$ cat src/rtl/q_mux_pkg.sv
// rtl/q_mux_pkg.sv - shared constants, state encoding and one-hot helper for the q_mux arbiter
package q_mux_pkg;

    localparam int N_REQ  = 16;
    localparam int SEL_W  = 4;
    localparam int DATA_W = 16;

    typedef logic [1:0] state_t;

    localparam state_t ST_IDLE = 2'd0;
    localparam state_t ST_LOAD = 2'd1;
    localparam state_t ST_HOLD = 2'd2;

    function automatic logic [N_REQ-1:0] onehot(input logic [SEL_W-1:0] idx);
        onehot      = '0;
        onehot[idx] = 1'b1;
    endfunction

endpackage

$ cat src/rtl/q_mux_arbiter_rr_pick.sv
// rtl/q_mux_arbiter_rr_pick.sv - rotating priority encoder scanning from ptr+1 with optional ptr mask
module rr_pick
    import q_mux_pkg::*;
(
    input  logic [N_REQ-1:0] req,
    input  logic [SEL_W-1:0] ptr,
    input  logic             mask_en,
    output logic             any,
    output logic [SEL_W-1:0] winner
);

    logic [N_REQ-1:0] masked;
    logic [SEL_W-1:0] idx;

    always_comb begin
        masked = req;
        if (mask_en) begin
            masked[ptr] = 1'b0;
        end
        any    = 1'b0;
        winner = ptr;
        idx    = ptr;
        // Walk offsets from farthest to nearest so the nearest set request wins;
        // offset 16 wraps to ptr itself, the lowest priority.
        for (int i = N_REQ; i >= 1; i--) begin
            idx = ptr + SEL_W'(i);
            if (masked[idx]) begin
                any    = 1'b1;
                winner = idx;
            end
        end
    end

endmodule

$ cat src/rtl/q_mux_arbiter.sv
// rtl/q_mux_arbiter.sv - round-robin arbiter driving an external 16:1 mux select and registering its word
module q_mux_arbiter
    import q_mux_pkg::*;
(
    input  logic              clk,
    input  logic              rst_n,
    input  logic [N_REQ-1:0]  req,
    input  logic [DATA_W-1:0] mux_dout,
    output logic [SEL_W-1:0]  sel,
    output logic [N_REQ-1:0]  gnt,
    output logic [N_REQ-1:0]  ack,
    output logic [DATA_W-1:0] out_data,
    output logic              out_valid,
    input  logic              out_ready,
    output logic              busy
);

    state_t           state;
    logic [SEL_W-1:0] ptr;
    logic             pick_any;
    logic [SEL_W-1:0] pick_winner;
    logic             mask_en;
    logic             handshake;

    // The served requester still holds req during its handshake cycle, so hide it.
    assign mask_en   = (state == ST_HOLD);
    assign handshake = (state == ST_HOLD) && out_ready;
    assign ack       = handshake ? onehot(ptr) : '0;
    assign busy      = (state != ST_IDLE);

    rr_pick u_rr_pick (
        .req     (req),
        .ptr     (ptr),
        .mask_en (mask_en),
        .any     (pick_any),
        .winner  (pick_winner)
    );

    always_ff @(posedge clk or negedge rst_n) begin
        if (!rst_n) begin
            state     <= ST_IDLE;
            ptr       <= SEL_W'(N_REQ - 1);
            sel       <= '0;
            gnt       <= '0;
            out_data  <= '0;
            out_valid <= 1'b0;
        end else begin
            case (state)
                ST_IDLE: begin
                    if (pick_any) begin
                        state <= ST_LOAD;
                        sel   <= pick_winner;
                        gnt   <= onehot(pick_winner);
                        ptr   <= pick_winner;
                    end
                end
                ST_LOAD: begin
                    out_data  <= mux_dout;
                    out_valid <= 1'b1;
                    state     <= ST_HOLD;
                end
                ST_HOLD: begin
                    if (out_ready) begin
                        out_valid <= 1'b0;
                        if (pick_any) begin
                            state <= ST_LOAD;
                            sel   <= pick_winner;
                            gnt   <= onehot(pick_winner);
                            ptr   <= pick_winner;
                        end else begin
                            state <= ST_IDLE;
                            gnt   <= '0;
                        end
                    end
                end
                default: begin
                    state <= ST_IDLE;
                end
            endcase
        end
    end

endmodule

$ cat config.mk
export PLATFORM = sky130hd
export DESIGN_NAME = q_mux_arbiter
export DESIGN_NICKNAME = d
export VERILOG_FILES = /design/src/rtl/q_mux_pkg.sv /design/src/rtl/q_mux_arbiter_rr_pick.sv /design/src/rtl/q_mux_arbiter.sv
export SDC_FILE = /design/constraint.sdc
export NUM_CORES = 1
export LEC_CHECK = 0
export CAP_MARGIN = 15
export CORE_MARGIN = 5
export CORE_UTILIZATION = 35
export DETAILED_ROUTE_END_ITERATION = 7
export DONT_BUFFER_PORTS = 1
export GPL_TIMING_DRIVEN = 1
export PLACE_DENSITY = 0.48
export SYNTH_ARGS = -nofsm -noshare
export SYNTH_HDL_FRONTEND = slang
export SYNTH_SLANG_ARGS = --single-unit
$ cat constraint.sdc
create_clock -name clk -period 6.1 [get_ports clk]
set_clock_uncertainty 0.1 [all_clocks]
set_input_delay 1.22 -clock clk [delete_from_list [all_inputs] [get_ports clk]]
set_output_delay 1.22 -clock clk [all_outputs]
set_load 0.005 [all_outputs]
==> results of run 1 <==
-- cells by family (layout without fill, tap and decap cells) --
| logic type | count (synthesis) | in the layout | share of synthesized area (%) |
|---|---|---|---|
| flops | 43 | 43 | 20.0 |
| compound gates | 176 | 176 | 25.3 |
| buf+inv | 55 | 40 | 4.95 |
| simple gates | 212 | 212 | 23.1 |
| mux | 68 | 68 | 20.7 |
| xor+xnor | 15 | 15 | 2.71 |
| fa+ha+maj | 14 | 14 | 3.24 |
-- worst max-delay path: cells and delay by family, from the launching register on --
kind	cells	cell delay [ps]
simple gates	4	1330
fa+ha+maj	1	570
buf+inv	1	360
flops	1	530
compound gates	5	2020
-- synth_stat cells, drive strengths merged, types with 14 or more instances --
library cell,count,area share (%)
a21oi,21,1.9
a22o,15,2.4
and2,28,3.2
buf,28,3.0
dfrtp,39,18
ha,14,3.2
mux2,19,4.0
mux2i,16,3.0
mux4,33,14
nand2,55,3.8
nand2b,15,1.7
nor2,37,2.6
o21ai,26,2.6
o22ai,14,1.6
-- flip-flops by register name, summed over array words and instances (netlist names) --
register,cells
sel,4
gnt,16
out_data,16
state,2
ptr,4
out_valid,1
-- metrics by stage --
stage / instances / setup WS (ps) / area, um2
global placement: 747 / 1210 / 5560
global route: 756 / 894 / 5720
CTS: 755 / 1210 / 5720
floorplan: 583 / 1770 / 5410
finish: 756 / 1110 / 5720
detailed placement: 747 / 1220 / 5560
-- area by class of cell --
| cell class | instances | area, um2 | share of cell area (%) |
|---|---|---|---|
| clock inverters | 1 | 7.51 | 0.131 |
| flip-flops and latches | 43 | 1080 | 18.9 |
| repair buffers | 18 | 135 | 2.36 |
| multi-input cells | 485 | 4060 | 70.9 |
| well taps | 188 | 235 | 4.11 |
| clock buffers | 7 | 153 | 2.67 |
| inverters | 14 | 52.6 | 0.918 |
-- worst max path at each step --
stage,from,to,slack [ps]
floorplan,ptr[1],gnt[0],1770
global placement,ptr[1],gnt[9],1210
detailed placement,ptr[1],gnt[14],1220
CTS,ptr[1],gnt[2],1210
global route,ptr[1],gnt[0],890
finish,ptr[1],gnt[2],1110
-- metal layers --
layer / up-vias / track usage [%]
met5: - / 0
met4: 2 / 6.50
met3: 51 / 4.80
met2: 281 / 32.3
met1: 2500 / 30.1
li1: 2256 / -
==> results.py, run 1 <==
metrics = {
    "status": {
        "status": "complete, no violations",
    },
    "grt": {
        "grt_antenna_before_repair": 1,
        "grt_usage_pct": 21.2,
        "grt_max_degree": 44,
        "grt_pass1_vias": 4964,
        "grt_overflow": 0,
        "grt_pass1_wl_um": 30100,
    },
    "critical_path": {
        "crit_chain": "buf_4 -> ha_1 -> nand4b_1 -> a221oi_1 -> a211oi_1 -> o32ai_1 -> nand2_1 -> or3b_1 -> or3_4 -> o21ai_4 -> a22o_1",
        "crit_path_start_kind": "register",
        "crit_arrival_ps": 5110,
        "critPathMaxFanout": 36,
        "required_ps": 6220,
        "cpPeakStageDelay_ps": 860,
        "regToRegSetupSlack_ps": 1110,
        "cp_slowest_cell": "o32ai_1",
        "critPathCaptureType": "register",
        "r2r_end": "gnt[2]",
        "ff2ff_path_depth": 11,
        "r2r_start": "ptr[1]",
        "worst-setup-path-type": "register to register",
    },
    "floorplanning": {
        "die_w_um": 134,
        "pin_count": 89,
        "initial_utilization_pct": 35.6,
        "dieArea_um2": 18000,
        "die_y_um": 134,
        "coreArea_um2": 15200,
        "rows": 45,
    },
    "synthesis": {
        "synthesis.area_um2": 5410,
        "synth_edf_count": 0,
        "async_flop_share_pct": 100,
        "synth_seq_area_share_pct": 20.0,
        "synth.distinct_cells": 82,
        "syn_inst": 583,
        "syn-num-nets": 632,
        "synth_top_flop_cell": "dfrtp_1",
        "avgSynthCellArea_um2": 9.28,
        "synth_warnings": 0,
        "synth_seq_cells": 43,
    },
    "drt": {
        "drc": 0,
        "wire_per_inst_um": 25.9,
        "ant_nets": 0,
        "dr.pass1.iters": 5,
        "route.met3.wl_um": 1570,
        "finalWirelength_um": 19600,
        "drt_iter0_drc": 630,
        "wl_met2_um": 8890,
        "via_count": 5090,
        "route.top_layer_used": "met5",
        "wl_met1_um": 8540,
        "via_per_inst": 6.73,
    },
    "worst_hold_path": {
        "whs_endpoint": "ptr[2]",
        "min_path_type": "register to register",
        "hold_path_depth": 2,
        "min_from": "ptr[2]",
    },
    "cells_and_area": {
        "drive_above_1_share_pct": 19.4,
        "final_core_util_pct": 37.7,
        "fill_cells": 1588,
        "antenna_cells": 0,
        "final_common_cell": "nand2_1",
        "final_cell_mix": "nand2_1 (55), dfrtp_1 (39), nor2_1 (37), mux4_2 (33), and2_1 (28)",
        "syn2layout_area_growth_pct": 5.83,
        "layout.nets": 616,
    },
    "timing": {
        "final-setup-viol-count": 0,
        "period_share_pct": 81.8,
        "slew_violations": 0,
        "worst_pin_slew_ps": 1030,
        "rsz0062_at_grt": "no",
        "fin_hold_ws_ps": 375,
        "finalHoldViolations": 0,
        "fmax_ghz": 0.200,
        "slew_headroom_pct": 30.7,
        "tns_ps": 0,
        "fin_crit_ps": 4990,
    },
    "place": {
        "io_buffers": 0,
        "hpwlAfterDp_um": 15400,
        "gp_congestion": 0.961,
    },
    "clocking": {
        "cts.sinks": 43,
        "clkLatencyLatePin_ps": 290,
        "post_cts_buffers": 0,
        "cts.path.max_buffers": 2,
        "htree_levels": 2,
        "cts_tree": "done",
        "path_clk_slew_ps": 60,
        "postCtsHoldBufs": 0,
        "clock-root-buffer": "clkbuf_16",
        "cts_buffers": 5,
        "post_cts_resized": 0,
    },
    "flow_run": {
        "drv_cap": 0,
    },
}
Power of run 1 is not shown: default switching activity piles up to over one toggle a cycle in this logic, so the estimate is an artifact.
==> inputs of run 2 (changes only) <==
Settings changed: PLACE_DENSITY 0.48 to 0.5.
Clock period 6.1 ns to 4.1 ns, I/O delays scaled along.
==> run 2 against run 1 <==
- the run now ends with negative setup slack left
- hold slack got worse by 250 ps
- design area is 23% higher
- routed wire length increased by 9.2%
- count of clock-buffer cells in the layout fell by 1
- core utilization is 8.5 points higher
- flip-flop and latch count unchanged
- global-route usage up 1.3 points
- cell count up 14%
==> results.py, run 2 (synthesis gave the netlist of run 1 again) <==
metrics = {
    "grt": {
        "grt_overflow": 0,
        "grt_pass1_vias": 5329,
        "grt_max_degree": 44,
        "grt_use_met1_pct": 29.9,
        "grt_use_met3_pct": 5.85,
        "grt_usage_pct": 22.6,
        "grt_antenna_before_repair": 0,
        "grt-busiest-layer": "met2",
        "grt_pass1_wl_um": 31600,
        "grt.met2_usage_pct": 35.3,
    },
    "drt": {
        "wire_per_inst_um": 24.9,
        "drt_iter0_drc": 609,
        "dr.pass1.iters": 5,
        "via_per_inst": 6.52,
        "finalWirelength_um": 21400,
        "ant_nets": 0,
        "via_count": 5618,
        "drc": 0,
    },
    "floorplanning": {
        "initial_utilization_pct": 35.6,
        "dieArea_um2": 18000,
        "die_w_um": 134,
        "die_y_um": 134,
        "pin_count": 89,
        "coreArea_um2": 15200,
        "rows": 45,
    },
    "clocking": {
        "cts.sinks": 43,
        "htree_levels": 2,
        "clock-root-buffer": "clkbuf_16",
        "postCtsHoldBufs": 0,
        "path_clk_slew_ps": 60,
        "clkLatencyLatePin_ps": 290,
        "cts.path.max_buffers": 2,
        "cts_tree": "done",
        "cts_buffers": 5,
    },
    "place": {
        "io_buffers": 0,
        "pre_cts_slack_ps": -51.1,
        "gp_congestion": 0.967,
        "hpwlAfterDp_um": 16700,
    },
    "critical_path": {
        "worst-setup-path-type": "register to register",
        "crit_arrival_ps": 4180,
        "cpPeakStageDelay_ps": 610,
        "critPathMaxFanout": 6,
        "crit_path_start_kind": "register",
        "path_buf_inv": 2,
        "required_ps": 4170,
        "crit_chain": "ha_2 -> buf_4 -> nand4b_1 -> and2_1 -> mux4_2 -> mux4_2 -> buf_4 -> a221oi_2 -> a221oi_1 -> o31a_1 -> and2_4 -> a32o_1",
        "critPathCaptureType": "register",
        "cp_slowest_cell": "dfstp_2",
        "critical_path.top_delay_family": "multiplexers",
    },
    "cells_and_area": {
        "final_cell_mix": "buf_4 (116), nand2_1 (54), dfrtp_1 (39), nor2_1 (36), mux4_2 (33)",
        "final_common_cell": "buf_4",
        "drive_above_1_share_pct": 41.8,
        "antenna_cells": 0,
        "reg.largest.list": "gnt (16), out_data (16)",
        "ff_latch_area_um2": 1080,
        "multiInputGateArea_um2": 4490,
        "layout.nets": 722,
        "fill_cells": 1453,
        "syn2layout_area_growth_pct": 29.7,
    },
    "status": {
        "status": "finished with violations",
        "violations": "negative setup slack",
    },
    "worst_hold_path": {
        "min_path_type": "primary input to asynchronous set/reset pin",
    },
    "flow_run": {
        "drv_cap": 0,
    },
    "timing": {
        "finalHoldViolations": 0,
        "fin_crit_ps": 4110,
        "period_share_pct": 100,
        "setup_ws_ps": -7.67,
        "fmax_ghz": 0.243,
        "final-setup-viol-count": 1,
        "worst_pin_slew_ps": 479,
        "rsz0062_at_grt": "yes",
        "slew_headroom_pct": 67.9,
        "slew_violations": 0,
    },
}
-- run 2: cell types whose count changed in the layout (fill, tap and decap cells not counted), sizes merged --
cell and delta:
clkbuf -1, inv +2, buf +106, clkinv -1
-- run 2: layout make-up --
| type | count | area share (%) |
|---|---|---|
| clock inverters | 2 | 0.178 |
| well taps | 188 | 3.35 |
| inverters | 14 | 0.820 |
| repair buffers | 124 | 14.4 |
| flip-flops and latches | 43 | 15.4 |
| clock buffers | 6 | 1.84 |
| multi-input cells | 485 | 64.0 |
-- run 2: path summary, 6_finish.rpt --
path | end | cells after the start | slack [ps] | from
max in group asynchronous | ptr[3] | 0 | 3590 | rst_n
max reg2reg | gnt[7] | 12 | -8 | ptr[0]
min in group clk | gnt[6] | 1 | 440 | gnt[6]
min reg2reg | gnt[6] | 1 | 440 | gnt[6]
min | gnt[9] | 0 | 120 | rst_n
max | gnt[7] | 12 | -8 | ptr[0]
-- run 2: per-layer routing --
layer	vias up	share of wire, %	wire length, um
met1	2773	40	8530
li1	2475	-	-
met2	320	47	9980
met5	-	0	0
met3	50	9.2	1970
met4	0	4.4	948
-- run 2: through the flow --
stage                     cell area (um2)  hold slack (ps)  utilization, %  cells  setup TNS (ps)
after global placement               6240              425            41.0    828           -94.9
after floorplan                      5430              389               -    583               0
final                                7020              123            46.2    862           -7.67
after global routing                 7020              110            46.2    862            -526
after CTS                            6450              116            42.4    838           -6.88
after detailed placement             6240              425            41.0    828            -225
-- run 2: what timing repair did --
action | 4_1_cts | 5_1_grt
setup buffers | 2 | 25
resized for setup | 10 | 78
gates cloned | 0 | 0
pin swaps | 3 | 21
endpoints found under the setup margin | 13 | 24
Power of run 2 is left out for the same reason.
